File: src/rtl/crc_pkg.sv
// Shared constants, FSM state type and the single-bit CRC16 update used by
// the transport-block CRC attachment controller.
package crc_pkg;

    localparam int              CRC_W      = 16;
    localparam int              IDX_W      = $clog2(CRC_W);
    localparam logic [CRC_W-1:0] CRC16_POLY = 16'h1021;

    typedef enum logic [1:0] {
        IDLE = 2'd0,
        DATA = 2'd1,
        CRC  = 2'd2
    } crc_state_t;

    // MSB-first Galois step: feedback is the incoming bit xor the register MSB.
    function automatic logic [CRC_W-1:0] crc16_step(input logic [CRC_W-1:0] s, input logic d);
        logic fb;
        fb = d ^ s[CRC_W-1];
        return {s[CRC_W-2:0], 1'b0} ^ (fb ? CRC16_POLY : '0);
    endfunction

endpackage

File: src/rtl/crc_attach_ctrl_if.sv
// Serial bit stream with valid/ready handshake; used for both the TB input
// stream and the data+parity output stream.
interface crc_attach_ctrl_if;

    logic dat;
    logic valid;
    logic ready;

    modport master (output dat, output valid, input ready);
    modport slave  (input dat, input valid, output ready);

endinterface

File: src/rtl/crc16_serial.sv
// gCRC16 LFSR: seeded load, data update (feedback) and plain left shift used
// to stream the parity bits out MSB-first.
module crc16_serial
    import crc_pkg::*;
#(
    parameter logic [CRC_W-1:0] SEED = 16'h0000
) (
    input  logic             CLK,
    input  logic             RST,
    input  logic             LOAD,
    input  logic             SHIFT_IN,
    input  logic             DIN,
    input  logic             SHIFT_OUT,
    output logic [CRC_W-1:0] STATE
);

    logic [CRC_W-1:0] state_reg;

    always_ff @(posedge CLK) begin
        if (RST || LOAD) begin
            state_reg <= SEED;
        end else if (SHIFT_IN) begin
            state_reg <= crc16_step(state_reg, DIN);
        end else if (SHIFT_OUT) begin
            state_reg <= {state_reg[CRC_W-2:0], 1'b0};
        end
    end

    assign STATE = state_reg;

endmodule

File: src/rtl/crc_attach_ctrl.sv
// Forwards one transport block bit-serially while accumulating gCRC16, then
// appends the 16 parity bits on the same backpressured output stream.
module crc_attach_ctrl
    import crc_pkg::*;
#(
    parameter int               LEN_W = 16,
    parameter logic [CRC_W-1:0] SEED  = 16'h0000
) (
    input  logic                CLK,
    input  logic                RST,
    input  logic                TB_START,
    input  logic [LEN_W-1:0]    TB_LEN,
    crc_attach_ctrl_if.slave    in_stream,
    crc_attach_ctrl_if.master   out_stream,
    output logic                OUT_LAST,
    output logic [CRC_W-1:0]    CRC_WORD,
    output logic                CRC_DONE,
    output logic                BUSY,
    output logic                ERR_LEN
);

    crc_state_t       state_reg, state_next;
    logic [LEN_W-1:0] count_reg;
    logic [IDX_W-1:0] idx_reg;
    logic [CRC_W-1:0] crc_cap_reg;
    logic [CRC_W-1:0] crc_word_reg;
    logic [CRC_W-1:0] lfsr_state;
    logic             out_bit_reg, out_valid_reg, out_last_reg;
    logic             crc_done_reg, err_len_reg;

    logic slot_free, in_ready, accept, crc_load, lfsr_load, start_err;
    logic last_data, last_crc;

    assign slot_free = !out_valid_reg || out_stream.ready;
    assign last_data = (count_reg == LEN_W'(1));
    assign last_crc  = (idx_reg == '0);

    crc16_serial #(.SEED(SEED)) u_lfsr (
        .CLK       (CLK),
        .RST       (RST),
        .LOAD      (lfsr_load),
        .SHIFT_IN  (accept),
        .DIN       (in_stream.dat),
        .SHIFT_OUT (crc_load),
        .STATE     (lfsr_state)
    );

    always_ff @(posedge CLK) begin
        if (RST) begin
            state_reg <= IDLE;
        end else begin
            state_reg <= state_next;
        end
    end

    always_comb begin
        state_next = state_reg;
        case (state_reg)
            IDLE:    if (lfsr_load)             state_next = DATA;
            DATA:    if (accept && last_data)   state_next = CRC;
            CRC:     if (crc_load && last_crc)  state_next = IDLE;
            default:                            state_next = IDLE;
        endcase
    end

    always_comb begin
        in_ready  = 1'b0;
        accept    = 1'b0;
        crc_load  = 1'b0;
        lfsr_load = 1'b0;
        start_err = 1'b0;
        case (state_reg)
            IDLE: begin
                lfsr_load = TB_START && (TB_LEN != '0);
                start_err = TB_START && (TB_LEN == '0);
            end
            DATA: begin
                in_ready = slot_free;
                accept   = slot_free && in_stream.valid;
            end
            CRC:     crc_load = slot_free;
            default: ;
        endcase
    end

    always_ff @(posedge CLK) begin
        if (RST) begin
            count_reg     <= '0;
            idx_reg       <= '0;
            crc_cap_reg   <= '0;
            crc_word_reg  <= '0;
            out_bit_reg   <= 1'b0;
            out_valid_reg <= 1'b0;
            out_last_reg  <= 1'b0;
            crc_done_reg  <= 1'b0;
            err_len_reg   <= 1'b0;
        end else begin
            crc_done_reg <= 1'b0;
            err_len_reg  <= start_err;

            if (lfsr_load) begin
                count_reg <= TB_LEN;
            end else if (accept) begin
                count_reg <= count_reg - 1'b1;
            end

            if (accept && last_data) begin
                idx_reg <= IDX_W'(CRC_W - 1);
            end else if (crc_load) begin
                idx_reg <= idx_reg - 1'b1;
            end

            // The LFSR is still unshifted while the first parity bit is pending.
            if (state_reg == CRC && idx_reg == IDX_W'(CRC_W - 1)) begin
                crc_cap_reg <= lfsr_state;
            end

            if (accept) begin
                out_bit_reg   <= in_stream.dat;
                out_valid_reg <= 1'b1;
                out_last_reg  <= 1'b0;
            end else if (crc_load) begin
                out_bit_reg   <= lfsr_state[CRC_W-1];
                out_valid_reg <= 1'b1;
                out_last_reg  <= last_crc;
                if (last_crc) begin
                    crc_word_reg <= crc_cap_reg;
                    crc_done_reg <= 1'b1;
                end
            end else if (out_stream.ready) begin
                out_valid_reg <= 1'b0;
                out_last_reg  <= 1'b0;
            end
        end
    end

    assign in_stream.ready  = in_ready;
    assign out_stream.dat   = out_bit_reg;
    assign out_stream.valid = out_valid_reg;
    assign OUT_LAST         = out_last_reg;
    assign CRC_WORD         = crc_word_reg;
    assign CRC_DONE         = crc_done_reg;
    assign BUSY             = (state_reg != IDLE);
    assign ERR_LEN          = err_len_reg;

endmodule

File: src/flat_wrapper.sv
// flat-port wrapper written by rule: the top's interface ports become plain ports
module crc_attach_ctrl_flat import crc_pkg::*;
#(
    parameter int               LEN_W = 16,
    parameter logic [CRC_W-1:0] SEED  = 16'h0000
)
  (CLK, RST, TB_START, TB_LEN, OUT_LAST, CRC_WORD, CRC_DONE, BUSY, ERR_LEN, in_stream_dat, in_stream_valid, in_stream_ready, out_stream_dat, out_stream_valid, out_stream_ready);
  crc_attach_ctrl_if in_stream_i ();
  crc_attach_ctrl_if out_stream_i ();
  input  logic CLK;
  input  logic RST;
  input  logic TB_START;
  input  logic [LEN_W-1:0] TB_LEN;
  output logic OUT_LAST;
  output logic [CRC_W-1:0] CRC_WORD;
  output logic CRC_DONE;
  output logic BUSY;
  output logic ERR_LEN;
  input wire logic [$bits(in_stream_i.dat)-1:0] in_stream_dat;
  input wire logic [$bits(in_stream_i.valid)-1:0] in_stream_valid;
  output wire logic [$bits(in_stream_i.ready)-1:0] in_stream_ready;
  output wire logic [$bits(out_stream_i.dat)-1:0] out_stream_dat;
  output wire logic [$bits(out_stream_i.valid)-1:0] out_stream_valid;
  input wire logic [$bits(out_stream_i.ready)-1:0] out_stream_ready;
  assign in_stream_i.dat = in_stream_dat;
  assign in_stream_i.valid = in_stream_valid;
  assign in_stream_ready = in_stream_i.ready;
  assign out_stream_dat = out_stream_i.dat;
  assign out_stream_valid = out_stream_i.valid;
  assign out_stream_i.ready = out_stream_ready;
  crc_attach_ctrl #(.LEN_W(LEN_W), .SEED(SEED)) u_core (.CLK(CLK), .RST(RST), .TB_START(TB_START), .TB_LEN(TB_LEN), .in_stream(in_stream_i), .out_stream(out_stream_i), .OUT_LAST(OUT_LAST), .CRC_WORD(CRC_WORD), .CRC_DONE(CRC_DONE), .BUSY(BUSY), .ERR_LEN(ERR_LEN));
endmodule
File: config.mk
export PLATFORM = sky130hd
export DESIGN_NAME = crc_attach_ctrl_flat
export DESIGN_NICKNAME = d
export VERILOG_FILES = /design/src/rtl/crc_pkg.sv /design/src/rtl/crc_attach_ctrl_if.sv /design/src/rtl/crc16_serial.sv /design/src/rtl/crc_attach_ctrl.sv /design/src/flat_wrapper.sv
export SDC_FILE = /design/constraint.sdc
export NUM_CORES = 1
export LEC_CHECK = 0
export ABC_CLOCK_PERIOD_IN_PS = 1860
export CORE_MARGIN = 10
export CORE_UTILIZATION = 30
export DETAILED_ROUTE_END_ITERATION = 8
export SLEW_MARGIN = 0
export SYNTH_ARGS = -nofsm -noshare
export SYNTH_HDL_FRONTEND = slang
export SYNTH_SLANG_ARGS = --single-unit
File: constraint.sdc
create_clock -name CLK -period 1.86 [get_ports CLK]
set_input_delay 0.372 -clock CLK [delete_from_list [all_inputs] [get_ports CLK]]
set_output_delay 0.372 -clock CLK [all_outputs]
set_load 0.01 [all_outputs]
==> Flow_metrics.wiki, run 1 <==
{| class="wikitable"
! Metric !! Value
|-
| Result of the run || complete, no violations
|-
| Leakage || roughly 1.5 nW
|-
| Routability-driven placement congestion ratio || approximately 0.9
|-
| Post-synthesis instance area || about 3200 um2
|-
| Row count || 37
|-
| Remaining global-route overflow || 0
|-
| Measured slew at the worst slew-check pin || 653 ps
|-
| Cts hold-fix bufs || 0
|-
| Clock tree buffer depth || 2
|-
| Gr usage total || 0.111
|-
| Post-synth top area share || 0.476
|-
| IO Port Bufs || 44
|-
| Share of synthesized area occupied by flip-flops and latches || 0.476
|-
| Antenna cells || 0
|-
| Arrival time at the worst endpoint || 2130 ps
|-
| Crit-path cells || inv_2 -> ha_4 -> or3b_4 -> or2_4 -> or4_1 -> a31oi_1
|-
| Floorplan die area || 15000 um2
|-
| Crit path kind || register to register
|-
| Initial antenna violation count || 0
|-
| Vias in the first global route || 2844
|-
| CTS Root Buffer Type || clkbuf_8
|-
| Remaining antenna violation count after routing || 0
|-
| Clock tree from TritonCTS || done
|-
| Maximum fanout encountered on the critical timing path || 4
|-
| Max-slew headroom || 0.563
|-
| Post-placement worst setup slack || -346 ps
|-
| Vias after detailed routing || 2940
|-
| Avg Vias per Cell || about 5
|-
| Pwr/cell area || roughly 770 nW/um2
|-
| Kind of launch point of the worst setup path || register
|-
| Cell type contributing the most total cell area after synthesis || dfxtp_1
|-
| R2R depth || 6
|-
| Max IR drop VDD || approximately 370 uV
|-
| Number of synthesized flops with an enable pin || 0
|-
| Leading post-synthesis cells by cell area || dfxtp_1 (48%), nand2_1 (12%), a21oi_1 (11%), ha_1 (2.0%), nor4_1 (2.0%)
|-
| Crit. End Element || register
|-
| Average routed wire per standard cell || 13.5 um
|-
| Number of warnings reported in the yosys synthesis log || 0
|-
| Drt first pass iters || 4
|-
| Critical path's top delay family || simple AND/OR/NAND/NOR gates
|-
| Post-layout net count || between 400 and 500
|-
| Number of top-level pins || 45
|-
| WHS Path Cells || 4
|-
| Filler cells || 1053
|-
| Fraction of the cycle the final worst path needs || 0.993
|-
| Detail Placement HPWL || approximately 5900 um
|-
| Final cell area excluding filler cells || around 4300 um2
|-
| Setup repair after global routing missed its margin || yes
|-
| Maximum number of pins on one net before global-route repair || 39
|-
| Core area || just over 10000 um2
|-
| DRC violations left || 0
|-
| Max H-tree Level || 3
|-
| Number of max-cap violations || 0
|-
| Final WS setup || about 13 ps
|-
| Die Ht || ~120 um
|-
| Slew Viols, Final || 0
|-
| Die width || approximately 120 um
|-
| Number of nets produced by synthesis || just over 400
|-
| Initial cell density of the core || 0.307
|-
| Number of distinct library cells after synthesis || between 50 and 60
|-
| Commonest register cell after synthesis || dfxtp_1
|-
| Post-route clock skew || approximately 8.5 ps
|-
| Worst-path clk slew || ~80 ps
|-
| Post-CTS setup buffer count || 0
|-
| Highest Clock Rate || between 500 and 600 MHz
|-
| Total routed wirelength || just over 8000 um
|-
| Instance count on the critical path || 6
|-
| Setup TNS || 0 ps
|-
| Starting DRT DRC Count || ~140
|-
| Required time reported for the critical path endpoint || between 2000 and 2500 ps
|-
| Count of state elements after synthesis || 75
|-
| Largest stage delay, worst path || slightly above 400 ps
|-
| FFs w/ async S/R, synth || 0
|-
| Minimum clock period after layout || approximately 1800 ps
|-
| Synth cell count leaders || nand2_1 (103), dfxtp_1 (75), a21oi_1 (69)
|-
| Proportion of layout cells with a drive suffix above 1 || 0.190
|-
| Buffer and inverter count on the worst path || 1
|-
| Insertion delay of the later-clocked pin in the worst-skew pair || ~340 ps
|-
| Cell area after placement || ~4000 um2
|-
| Fin. Hold Viols || 0
|-
| Leading cell type by number of instances after synthesis || nand2_1
|-
| First-pass GRT wire length || about 14000 um
|-
| Critical-path cell with the highest stage delay || or3b_4
|-
| Kind of path behind the tightest hold check || input pin to register
|-
| Number of buffers added by the clock tree synthesis step || 9
|-
| Final setup violation count || 0
|-
| Mean instance size in the synthesized netlist || between 8 and 9 um2
|-
| Count of clock tree sinks || 75
|-
| Cells after Synth || between 300 and 400
|-
| Area added between synthesis and finish || 36.3%
|}
-- worst register-to-register path, delay by kind of cell, from the launching register on --
kind / cells / cell delay (ps)
AO/OA/AOI/OAI: 1 / 160
flip-flops: 1 / 340
AND/OR/NAND/NOR: 3 / 1080
adder cells (fa/ha/maj): 1 / 130
buffers and inverters: 1 / 80
-- worst paths after layout --
path                                             from                   to  slack (ps)
worst min register to register  u_core.crc_cap_reg[4]   u_core.CRC_WORD[4]         450
worst max-delay path              u_core.count_reg[0]  u_core.count_reg[8]          10
worst max register to register    u_core.count_reg[0]  u_core.count_reg[8]          10
worst min-delay path                              RST  u_core.count_reg[0]         370
-- timing repair --
item	in CTS	in global routing
resized for setup	11	12
pin swaps	1	6
setup endpoints to repair	4	14
-- kinds of logic after synthesis --
| group | synth area share |
|---|---|
| AND/OR/NAND/NOR | 0.256 |
| adder cells (fa/ha/maj) | 0.0198 |
| XOR/XNOR | 0.0194 |
| flip-flops | 0.476 |
| AO/OA/AOI/OAI | 0.186 |
| multiplexers | 0.00317 |
| buffers and inverters | 0.0397 |
-- cell type report --
cell class	instances	area, um2	area share
Tap cell	136	170	0.0396
Sequential cell	75	1500	0.350
Clock inverter	6	50.0	0.0116
Inverter	8	30.0	0.00699
Multi-Input combinational cell	279	1590	0.371
Clock buffer	10	128	0.0297
Timing Repair Buffer	90	823	0.192
-- where the power goes --
part / total (mW) / leakage (nW) / internal [mW] / switching (mW)
clock: 1.14 / 0.0831 / 0.496 / 0.639
combinational: 0.493 / 0.816 / 0.249 / 0.244
sequential: 1.68 / 0.608 / 1.64 / 0.0390
-- layout by cell type (no fill, tap or decap), types with 3 or more instances in the layout --
cell type        Yosys  layout
nand3_1              7       7
or4_1                3       3
nor4_1              10       6
o21ai_0              3       3
clkbuf_8             0       9
inv_1                8       6
nor2_1              15      14
nor3_1               4       4
a31oi_1              3       3
dfxtp_1             75      73
a211oi_1             3       3
nand2_1            103     101
clkinv_4             0       3
buf_4                0      41
nand4_1              4       4
a22oi_1              5       5
a21oi_1             69      69
buf_12               0       3
ha_1                 5       4
o311ai_0             4       3
xor2_1               5       5
nor4_2               0       4
clkdlybuf4s50_1      0      41
-- routing by layer --
layer	track usage	up-vias	part of all wire	wire length [um]
met3	0.0248	11	0.047	383
met2	0.184	56	0.48	3910
met5	0	-	0	0
met4	0.0479	0	0.018	144
li1	-	1498	-	-
met1	0.135	1375	0.45	3690
-- through the flow --
stage | hold slack (ps) | utilization | total power [mW] | cells
after global routing | 363 | 0.418 | 3.47 | 604
after global placement | 441 | 0.394 | 2.18 | 588
after CTS | 335 | 0.413 | 3.34 | 604
after detailed placement | 445 | 0.394 | 2.18 | 588
after floorplan | 432 | - | 1.95 | 383
final | 366 | 0.418 | 3.31 | 604
No activity file was read; power rests on OpenSTA's default activity.
==> inputs of run 2 (changes only) <==
CORE_MARGIN = unset   (was 10)
==> run 2 against run 1 <==
Compared with the run above:
- die area down 27%
- wire length down 4.1%
- clock-buffer cell count fell by 1
- core utilization is 0.93 points higher
- worst hold slack lost 21 ps
- clock skew is 2.3 ps higher
- sequential power hardly changed
- combinational power is 7.3% higher
- non-clock buffer count is 9 higher
- critical path depth did not move
- highest routed layer unchanged
==> Flow_metrics.wiki, run 2 (synthesized netlist as in run 1, its figures left out) <==
{| class="wikitable"
! Metric !! Value
|-
| Routed wire length on met3 || 222 um (-42%)
|-
| R2R depth || 6 (unchanged)
|-
| Initial antenna violation count || 0 (unchanged)
|-
| Initial cell density of the core || 0.307 (unchanged)
|-
| Clock tree buffer depth || 2 (unchanged)
|-
| Leakage || 1.57 nW (+4.1%)
|-
| Vias after detailed routing || 2967 (+0.92%)
|-
| Arrival time at the worst endpoint || 2130 ps (about the same)
|-
| Worst reg2reg endpoint || u_core.count_reg[8]
|-
| Topmost layer with routed signal wires || met4
|-
| Floorplan die area || 10900 um2 (-27%)
|-
| Highest Clock Rate || 544 MHz (+0.40%)
|-
| Crit-path cells || inv_2 -> ha_4 -> or3b_4 -> or2_4 -> or4_4 -> a31oi_1
|-
| Number of max-cap violations || 0 (unchanged)
|-
| Final setup violation count || 0 (unchanged)
|-
| Worst-path clk slew || 90 ps (about the same)
|-
| Crit. End Element || register
|-
| Reg-to-reg slack, setup || 20 ps (about the same)
|-
| Routability-driven placement congestion ratio || 0.818 (-6.5%)
|-
| Gr usage total || 0.149 (+0.0385)
|-
| Total routed wirelength || 7790 um (-4.1%)
|-
| Largest stage delay, worst path || 410 ps (about the same)
|-
| Most common cell after layout, fill and taps aside || nand2_1
|-
| DRC violations left || 0 (unchanged)
|-
| Pwr/cell area || 782 nW/um2 (+1.5%)
|-
| Remaining global-route overflow || 0 (unchanged)
|-
| Post-route clock skew || 10.8 ps (+2.26 ps)
|-
| Maximum fanout encountered on the critical timing path || 4 (unchanged)
|-
| Clock tree from TritonCTS || done
|-
| Drt first pass iters || 5 (+1)
|-
| Minimum clock period after layout || 1840 ps (-7.29 ps)
|-
| Launch instance of the worst min-delay path || RST
|-
| Proportion of layout cells with a drive suffix above 1 || 0.212 (+0.0216)
|-
| Hold worst-path end || u_core.count_reg[0]
|-
| Average routed wire per standard cell || 12.7 um (-5.5%)
|-
| IO Port Bufs || 44 (unchanged)
|-
| Remaining antenna violation count after routing || 0 (unchanged)
|-
| Row count || 37 (unchanged)
|-
| Cts hold-fix bufs || 0 (unchanged)
|-
| Number of buffers added by the clock tree synthesis step || 9 (unchanged)
|-
| Sum of routed wire segments on met1 || 3680 um (-0.11%)
|-
| Setup TNS || 0 ps (unchanged)
|-
| Post-placement worst setup slack || -389 ps (-43.6 ps)
|-
| Insertion delay of the later-clocked pin in the worst-skew pair || 350 ps (about the same)
|-
| Detail Placement HPWL || 5450 um (-7.4%)
|-
| Fraction of the cycle the final worst path needs || 0.989 (-0.00392)
|-
| Finished Layout Cells || 613 (+1.5%)
|-
| Setup repair after global routing missed its margin || yes
|-
| Amount of wire on met2 after detailed routing || 3790 um (-3.1%)
|-
| Crit path kind || register to register
|-
| Area added between synthesis and finish || 39.3%
|-
| Avg Vias per Cell || 4.84 (-0.56%)
|-
| Fin. Hold Viols || 0 (unchanged)
|-
| Count of clock tree sinks || 75 (unchanged)
|-
| Max IR drop VDD || 373 uV (+1.1%)
|-
| Maximum number of pins on one net before global-route repair || 59 (+51%)
|-
| Final total power || 3.43 mW (+3.7%)
|-
| Result of the run || complete, no violations
|-
| Starting DRT DRC Count || 123 (-8.9%)
|-
| Slew Viols, Final || 0 (unchanged)
|-
| Number of top-level pins || 45 (unchanged)
|-
| Commonest cells after routing, fill and taps aside || nand2_1 (103), dfxtp_1 (73), a21oi_1 (68)
|-
| Antenna cells || 0 (unchanged)
|-
| Final WS setup || 20.6 ps (+7.29 ps)
|-
| Die Ht || 105 um (-15%)
|-
| End-of-flow core utilization || 0.427 (+0.00925)
|-
| Core area || 10300 um2 (unchanged)
|-
| Kind of path behind the tightest hold check || input pin to register
|-
| Die width || 105 um (-15%)
|-
| Post-Place Cells || 594 (+1.0%)
|-
| Required time reported for the critical path endpoint || 2150 ps (about the same)
|-
| WHS Path Cells || 4 (unchanged)
|-
| Critical-path cell with the highest stage delay || or4_4
|-
| CTS Root Buffer Type || clkbuf_8
|-
| Max-slew headroom || 0.570 (+0.00745)
|-
| Vias in the first global route || 2826 (-0.63%)
|-
| Kind of launch point of the worst setup path || register
|-
| Start of the worst register-to-register path || u_core.count_reg[0]
|-
| Measured slew at the worst slew-check pin || 642 ps (-11.1 ps)
|-
| First-pass GRT wire length || 13200 um (-2.8%)
|-
| Max H-tree Level || 3 (unchanged)
|-
| Post-layout net count || 499 (+1.8%)
|}
-- run 2: cell count changes in the layout (fill, tap and decap cells not counted), moves of 2 or more --
cell / before / now
nand2_2: 2 / 0
nor4_2: 4 / 2
nand2_1: 101 / 103
nor4_1: 6 / 8
buf_4: 41 / 49
-- run 2: layout make-up --
type,instances,area [um2]
Multi-Input combinational cell,279,1600
Clock buffer,9,124
Fill cell,1042,5880
Sequential cell,75,1500
Tap cell,136,170
Clock inverter,7,70.1
Inverter,8,30.0
Timing Repair Buffer,99,900
-- run 2: timing repair --
item | 4_1_cts | 5_1_grt
pin swaps | 3 | 7
endpoints found under the setup margin | 4 | 48
resized for setup | 12 | 15
setup buffers | 2 | 1
-- run 2: worst max-delay path by stage --
stage / from / endpoint / slack [ps] / cells after the start
4_1_cts: u_core.count_reg[0] / u_core.count_reg[9] / 10 / 5
3_3_place_gp: TB_START / u_core.count_reg[1] / -340 / 7
3_5_place_dp: TB_START / u_core.count_reg[1] / -390 / 7
5_1_grt: u_core.count_reg[0] / u_core.count_reg[8] / -40 / 6
2_1_floorplan: u_core.count_reg[0] / u_core.count_reg[8] / 30 / 6
6_report: u_core.count_reg[0] / u_core.count_reg[8] / 20 / 6
-- run 2: critical path: cells and delay by family (launching register included) --
| family | cells | cell delay (ps) |
|---|---|---|
| compound gates | 1 | 170 |
| fa+ha+maj | 1 | 130 |
| buf+inv | 1 | 70 |
| flops | 1 | 350 |
| simple gates | 3 | 1060 |
-- run 2: layer usage --
| metal | global-route usage | vias to the layer above |
|---|---|---|
| met4 | 0.0520 | 0 |
| met3 | 0.0324 | 10 |
| met5 | 0 | - |
| li1 | - | 1510 |
| met1 | 0.180 | 1394 |
| met2 | 0.260 | 53 |
-- run 2: per-stage QoR --
| stage | hold slack, ps | area (um2) |
|---|---|---|
| floorplan | 432 | 3150 |
| global placement | 440 | 4110 |
| detailed placement | 448 | 4110 |
| CTS | 341 | 4340 |
| global route | 365 | 4390 |
| finish | 345 | 4390 |
-- run 2: power by group --
group          switching (mW)  internal (mW)  total [mW]  leakage, nW
clock network           0.703          0.519        1.22       0.0951
logic                   0.253          0.277       0.529        0.865
registers              0.0390           1.64        1.68        0.608
